## src/rtl/rggen_irq_vector_controller.sv

```systemverilog
// Interrupt aggregator: masks status with enable, coalesces bursts with a holdoff
// delay, then raises a registered request carrying the lowest pending source index.
module rggen_irq_vector_controller #(
  parameter int TOTAL_INTERRUPTS = 8,
  parameter int ID_WIDTH         = (TOTAL_INTERRUPTS > 1) ? $clog2(TOTAL_INTERRUPTS) : 1,
  parameter int HOLDOFF_WIDTH    = 8
) (
  input  logic                        clk,
  input  logic                        rst_n,
  input  logic                        i_enable,
  input  logic [TOTAL_INTERRUPTS-1:0] i_ier,
  input  logic [TOTAL_INTERRUPTS-1:0] i_isr,
  input  logic [HOLDOFF_WIDTH-1:0]    i_holdoff,
  input  logic                        i_ack,
  output logic                        o_irq,
  output logic [ID_WIDTH-1:0]         o_irq_id,
  output logic [TOTAL_INTERRUPTS-1:0] o_pending
);

  typedef enum logic [1:0] {
    IDLE    = 2'd0,
    HOLDOFF = 2'd1,
    ASSERT  = 2'd2
  } state_e;

  state_e                      state_q, state_d;
  logic [HOLDOFF_WIDTH-1:0]    cnt_q, cnt_d;
  logic [ID_WIDTH-1:0]         id_q, id_d;
  logic                        irq_q, irq_d;
  logic [TOTAL_INTERRUPTS-1:0] pending_q;

  logic [TOTAL_INTERRUPTS-1:0] pending;
  logic                        any;
  logic [ID_WIDTH-1:0]         winner;
  logic                        latch_id;

  assign pending = i_ier & i_isr;
  assign any     = |pending;

  // Scan from the top down so the lowest set index is the last one written.
  always_comb begin
    winner = '0;
    for (int i = TOTAL_INTERRUPTS - 1; i >= 0; i--) begin
      if (pending[i]) winner = ID_WIDTH'(i);
    end
  end

  // NOTE: every variable gets a default before the case so no path leaves it
  // unassigned, which would otherwise infer a latch.
  always_comb begin
    state_d  = state_q;
    cnt_d    = cnt_q;
    latch_id = 1'b0;
    case (state_q)
      IDLE: begin
        if (any) begin
          if (i_holdoff == '0) begin
            state_d  = ASSERT;
            latch_id = 1'b1;
          end else begin
            cnt_d   = i_holdoff;
            state_d = HOLDOFF;
          end
        end
      end
      HOLDOFF: begin
        if (!any) begin
          state_d = IDLE;
        end else if (cnt_q == HOLDOFF_WIDTH'(1)) begin
          state_d  = ASSERT;
          latch_id = 1'b1;
        end else if (cnt_q != '0) begin
          cnt_d = cnt_q - HOLDOFF_WIDTH'(1);
        end
      end
      ASSERT: begin
        if (i_ack || !any) state_d = IDLE;
      end
      default: state_d = IDLE;
    endcase

    if (!i_enable) begin
      state_d  = IDLE;
      latch_id = 1'b0;
    end
  end

  assign id_d  = latch_id ? winner : id_q;
  assign irq_d = (state_d == ASSERT);

  // NOTE: sequential state uses non-blocking assignments so every flop samples
  // the pre-edge values regardless of statement order.
  always_ff @(posedge clk or negedge rst_n) begin
    if (!rst_n) begin
      state_q   <= IDLE;
      cnt_q     <= '0;
      id_q      <= '0;
      irq_q     <= 1'b0;
      pending_q <= '0;
    end else begin
      state_q   <= state_d;
      cnt_q     <= cnt_d;
      id_q      <= id_d;
      irq_q     <= irq_d;
      pending_q <= pending;
    end
  end

  assign o_irq     = irq_q;
  assign o_irq_id  = id_q;
  assign o_pending = pending_q;

endmodule

```

## config.mk

```make
export PLATFORM = sky130hd
export DESIGN_NAME = rggen_irq_vector_controller
export DESIGN_NICKNAME = d
export VERILOG_FILES = /design/src/rtl/rggen_irq_vector_controller.sv
export SDC_FILE = /design/constraint.sdc
export NUM_CORES = 1
export LEC_CHECK = 0
export ABC_AREA = 1
export CAP_MARGIN = 20
export CORE_ASPECT_RATIO = 0.5
export CORE_UTILIZATION = 33
export DETAILED_ROUTE_END_ITERATION = 8
export PLACE_DENSITY = 0.56
export SYNTH_ARGS = -nofsm -noshare
export SYNTH_HDL_FRONTEND = slang
export SYNTH_SLANG_ARGS = --single-unit
```

## constraint.sdc

```tcl
create_clock -name clk -period 4 [get_ports clk]
set_clock_uncertainty 0.15 [all_clocks]
set_input_delay 0.8 -clock clk [delete_from_list [all_inputs] [get_ports clk]]
set_output_delay 0.8 -clock clk [all_outputs]
set_load 0.005 [all_outputs]
```

==> results of run 1 <==
## kinds of logic (layout without fill, tap and decap cells)
| group | Yosys count | in the layout |
|---|---|---|
| buffers and inverters | 24 | 67 |
| DFF | 22 | 22 |
| and+or+nand+nor | 110 | 110 |
| AOI/OAI and AO/OA | 21 | 21 |
| adders and majority gates | 2 | 2 |
## per-layer routing
metal  vias up  track usage  share of wire
met5         -            0              0
met1       564       0.1856           0.50
met2        28       0.2692           0.46
met4         0      0.04762         0.0034
met3         3      0.03883          0.034
li1        638            -              -
## critical path: stages
cell and delay [ns]:
clkdlybuf4s50_1 0.39, nand2_1 0.11, nand2_1 0.10, nor2_1 0.16, nand2_1 0.13, nand2_1 0.20
nor2_4 0.07, nand3_1 0.08, nand2_1 0.06
## per-stage QoR
stage	total power, mW	instance area, um^2
after floorplan	0.4106	1326
after global placement	0.4939	1769
after global routing	0.7567	1868
after CTS	0.7111	1841
final	0.7049	1868
after detailed placement	0.4958	1769
## flip-flops by register name, summed over array words and instances, names as in the netlist
register   cells
o_irq          1
o_irq_id       3
cnt_q          8
state_q        2
o_pending      8
## cell usage in the layout (no fill, tap or decap), drive strengths merged, types with 2 or more instances in the layout
cell	count
ha	2
nor2	24
nor3	2
a21oi	4
nand2	76
clkdlybuf4s50	39
inv	23
o21ai	12
nand3	7
o21bai	3
clkbuf	3
dfrtp	22
## path summary, 6_finish.rpt
kind	startpoint	to	slack [ns]	cells after the start
worst max-delay path	i_ier[0]	o_irq_id[0]$_DFFE_PN0P_	1.90	9
worst min-delay path	cnt_q[1]$_DFFE_PN0P_	cnt_q[1]$_DFFE_PN0P_	0.33	2
worst max register to register	cnt_q[0]$_DFFE_PN0P_	cnt_q[4]$_DFFE_PN0P_	2.39	9
worst min register to register	cnt_q[1]$_DFFE_PN0P_	cnt_q[1]$_DFFE_PN0P_	0.33	2
max in group asynchronous	rst_n	cnt_q[6]$_DFFE_PN0P_	2.60	2
min in group asynchronous	rst_n	o_pending[2]$_DFF_PN0_	0.68	1
## synth_stat cells
| master | n |
|---|---|
| nor2_4 | 3 |
| nand2_4 | 1 |
| nor2_1 | 17 |
| nand3_1 | 6 |
| a21oi_1 | 3 |
| inv_1 | 19 |
| inv_2 | 2 |
| nor3_1 | 2 |
| dfrtp_1 | 22 |
| o21ai_0 | 4 |
| nand2_2 | 5 |
| a31o_2 | 1 |
| o21ai_1 | 7 |
| buf_6 | 1 |
| o21bai_1 | 3 |
| a21boi_0 | 1 |
| nor2_2 | 3 |
| nand4_1 | 1 |
| nor2_8 | 1 |
| nand2_1 | 69 |
| a21oi_2 | 1 |
| ha_1 | 2 |
| nand3_4 | 1 |
| inv_4 | 2 |
| o21ai_2 | 1 |
| nand2_8 | 1 |
## layout make-up
| cell class | count | area share |
|---|---|---|
| clock inverters | 1 | 0.01608 |
| multi-input cells | 133 | 0.3603 |
| clock buffers | 3 | 0.02210 |
| flip-flops and latches | 22 | 0.2947 |
| inverters | 23 | 0.04889 |
| repair buffers | 40 | 0.2237 |
| well taps | 51 | 0.03416 |
## power by group
part,switching [mW],internal [mW]
sequential,0.0301,0.254
combinational,0.110,0.100
clock,0.0768,0.134
==> flow_metrics.tcl, run 1 <==
set metrics [dict create \
    rsz0062_at_grt "false" \
    wl_per_cell_um 10.85 \
    ys_ff_latch 22 \
    status "complete, no violations" \
    ir_drop_uv 158.3 \
    post-cts-setup-buffers 0 \
    dp_cells 268 \
    fin_setup_tns_ns 0 \
    setup_viol 0 \
    grt_pass1_vias 1115 \
    p_leak_nw 0.9435 \
    cts.sinks 22 \
    slew_violations 0 \
    crit_type "primary input to register" \
    required_ns 4.01 \
    worst_pin_slew_ns 0.4206 \
    cts_hold_buf 0 \
    critPathArrivalTime_ns 2.11 \
    synthMuxAreaShare 0 \
    htreeDepth 1 \
    syn-num-nets 209 \
    ioPinCount 40 \
    first_iter_violations 71 \
    synth_area_um2 1326 \
    yosysTopAreaCellShare 0.4151 \
    drt_wl_total_mm 2.963 \
    drive_gt1_frac 0.1216 \
    core_area_um2 3641 \
    cts_resized 0 \
    synth.avg_cell_area_um2 7.409 \
    regArea_um2 550.5 \
    min_period_over_period 0.5247 \
    cp-end-kind "register" \
    die_w_um 91.66 \
    grt_max_degree 23 \
    synth_top_family_by_area "simple AND/OR/NAND/NOR gates" \
    place_hpwl_mm 2.254 \
    powerDensity_nw_per_um2 377.3 \
    drc 0 \
    io_buffers 39 \
    rows 15 \
    crit_path_start_kind "primary input" \
    synth_simple_gate_area_share 0.3934 \
    antenna_left 0 \
    drv_cap 0 \
    die_area_um2 4292 \
    die_h_um 46.83 \
    yosys_warnings 0 \
    fill_cells 384 \
    hold_viol 0 \
    hp-class "register to register" \
    antenna_found_initial 0 \
    relSlewSlack 0.7187 \
    diodes 0 \
    synth-compound-area-share 0.09528 \
    syn_inst 179 \
    synth_fa_ha_area_frac 0.01887 \
    critPathMaxFanout 4 \
    min_period_ns 2.099 \
    insertion_delay_ns 0.27 \
    grt_util_all_layers 0.1500 \
    fin_nets 253 \
    place_ws_ns 1.629 \
    ys_types 26 \
    clk_pin_slew_worst_paths_ns 0.08 \
    synth.area.top_cells "dfrtp_1, nand2_1, inv_1" \
    vias 1233 \
    ys_seq_area_frac 0.4151 \
    fin_util 0.5131 \
    syn2layout_area_growth_pct 40.85 \
    viasPerCell 4.516 \
    timing.fmax_ghz 0.4765 \
    fin_cells 273 \
    fin_ws_ns 1.901 \
    synthXorXnorAreaFrac 0 \
    hold_slack_ns 0.3300 \
    clk_path_buf_depth 2 \
    cts-root-buf "clkbuf_8" \
    gp_congestion 0.7760 \
    multi_input_area_um2 673.1 \
    synth_top_area_cell "dfrtp_1" \
    drt_first_pass_iters 4 \
    grt-ovfl-total 0 \
    numCtsBuffers 3 \
    grt_first_pass_wirelength_mm 4.892 \
    cts_tree "yes" \
    initial_core_util 0.3643 \
]
No activity file was read; power rests on OpenSTA's default activity.
==> inputs of run 2 (changes only) <==
Settings changed: PLACE_DENSITY 0.56 to 0.58.
Clock period 4 ns to 1.92 ns, I/O delays scaled along.
==> flow_metrics.tcl, run 2 (same netlist as run 1, synthesis figures left out) <==
set metrics [dict create \
    status "complete, no violations" \
    crit_family "buffers and inverters" \
    diodes 0 \
    ioPinCount 40 \
    cts.sinks 22 \
    io_buffers 39 \
    ir_drop_uv 322.9 \
    clk_pin_slew_worst_paths_ns 0.09 \
    drc 0 \
    min_period_ns 1.668 \
    p_clk_frac 0.300 \
    viasPerCell 4.477 \
    fin_ws_ns 0.2520 \
    crit_type "register to output port" \
    place_hpwl_mm 2.367 \
    setup_viol 0 \
    dp_cells 277 \
    cts_resized 0 \
    powerDensity_nw_per_um2 781.7 \
    critPathMaxFanout 2 \
    drive_gt1_frac 0.1522 \
    rsz0062_at_grt "false" \
    post-cts-setup-buffers 0 \
    antenna_found_initial 0 \
    critPathBufInv 1 \
    cts_tree "yes" \
    clk_path_buf_depth 2 \
    final_common_cell "nand2_1" \
    hp-class "primary input to async pin" \
    vias 1258 \
    syn2layout_area_growth_pct 43.87 \
    min_period_over_period 0.8688 \
    crit_path_start_kind "register" \
    critPathArrivalTime_ns 1.13 \
    htreeDepth 1 \
    critPathMaxStageDelay_ns 0.51 \
    p_leak_nw 0.9723 \
    drt_first_pass_iters 4 \
    timing.fmax_ghz 0.5995 \
    combPwrFrac 0.303 \
    cts-root-buf "clkbuf_8" \
    grt_pass1_vias 1162 \
    die_w_um 91.66 \
    die_area_um2 4292 \
    drt_wl_total_mm 3.087 \
    numCtsBuffers 3 \
    drv_cap 0 \
    pwr-share-seq 0.397 \
    grt_max_degree 23 \
    path_cells "clkdlybuf4s50_1" \
    required_ns 1.39 \
    antenna_left 0 \
    cts_hold_buf 0 \
    grt_first_pass_wirelength_mm 5.140 \
    cp-end-kind "output port" \
    p_int_mw 1.025 \
    hold_viol 0 \
    first_iter_violations 30 \
    insertion_delay_ns 0.27 \
    fin_nets 261 \
    core_area_um2 3641 \
    fin_setup_tns_ns 0 \
    worst_pin_slew_ns 0.2885 \
    grt-ovfl-total 0 \
    fin_cells 281 \
    slew_violations 0 \
    switchingPower_mw 0.4664 \
    grt_util_all_layers 0.1580 \
    switching_share 0.3127 \
    crit_slowest_cell "clkdlybuf4s50_1" \
    wl_per_cell_um 10.99 \
    final_cell_mix "nand2_1, clkdlybuf4s50_1, dfrtp_1" \
    die_h_um 46.83 \
    initial_core_util 0.3643 \
    rows 15 \
    relSlewSlack 0.8076 \
    place_ws_ns -0.02596 \
    gp_congestion 0.7630 \
]
==> run 2: per-stage QoR <==
step	utilization	hold WS, ns	instance area [um^2]	power [mW]
finish	0.5241	0.2959	1908	1.491
global route	0.5241	0.3295	1908	1.584
CTS	0.5241	0.3089	1908	1.505
detailed placement	0.5045	0.3129	1837	1.053
global placement	0.5045	0.3037	1837	1.047
floorplan	-	-0.06159	1326	0.8554
==> run 2: power groups by stage <==
stage                     Clock, mW  Sequential, mW  Combinational, mW
after global placement            0           0.599              0.447
after CTS                     0.458           0.592              0.456
after global routing          0.474           0.601              0.509
after detailed placement          0           0.600              0.452
final                         0.448           0.592              0.452
after floorplan                   0           0.590              0.265
==> run 2: layout make-up <==
cell class / count / area, um^2
Clock inverter: 1 / 30.03
Fill cell: 370 / 1733
Sequential cell: 22 / 550.5
Clock buffer: 3 / 41.29
Timing Repair Buffer: 48 / 457.9
Inverter: 23 / 91.34
Multi-Input combinational cell: 133 / 673.1
Tap cell: 51 / 63.81
==> run 2: worst paths after layout <==
path	from	cells after the start	slack (ns)	end
max	o_irq_id[0]$_DFFE_PN0P_	1	0.25	o_irq_id[0]
min	rst_n	2	0.30	o_pending[2]$_DFF_PN0_
max reg2reg	cnt_q[0]$_DFFE_PN0P_	9	0.32	cnt_q[5]$_DFFE_PN0P_
min reg2reg	cnt_q[1]$_DFFE_PN0P_	2	0.33	cnt_q[1]$_DFFE_PN0P_
max in group asynchronous	rst_n	2	1.09	cnt_q[4]$_DFFE_PN0P_
min in group clk	cnt_q[1]$_DFFE_PN0P_	2	0.33	cnt_q[1]$_DFFE_PN0P_
==> run 2: routing by layer <==
metal,vias to the layer above,global-route usage,share of wire
li1,654,-,-
met5,-,0,0
met4,0,0.03810,0.0062
met1,576,0.2010,0.48
met3,2,0.03883,0.048
met2,26,0.2827,0.47
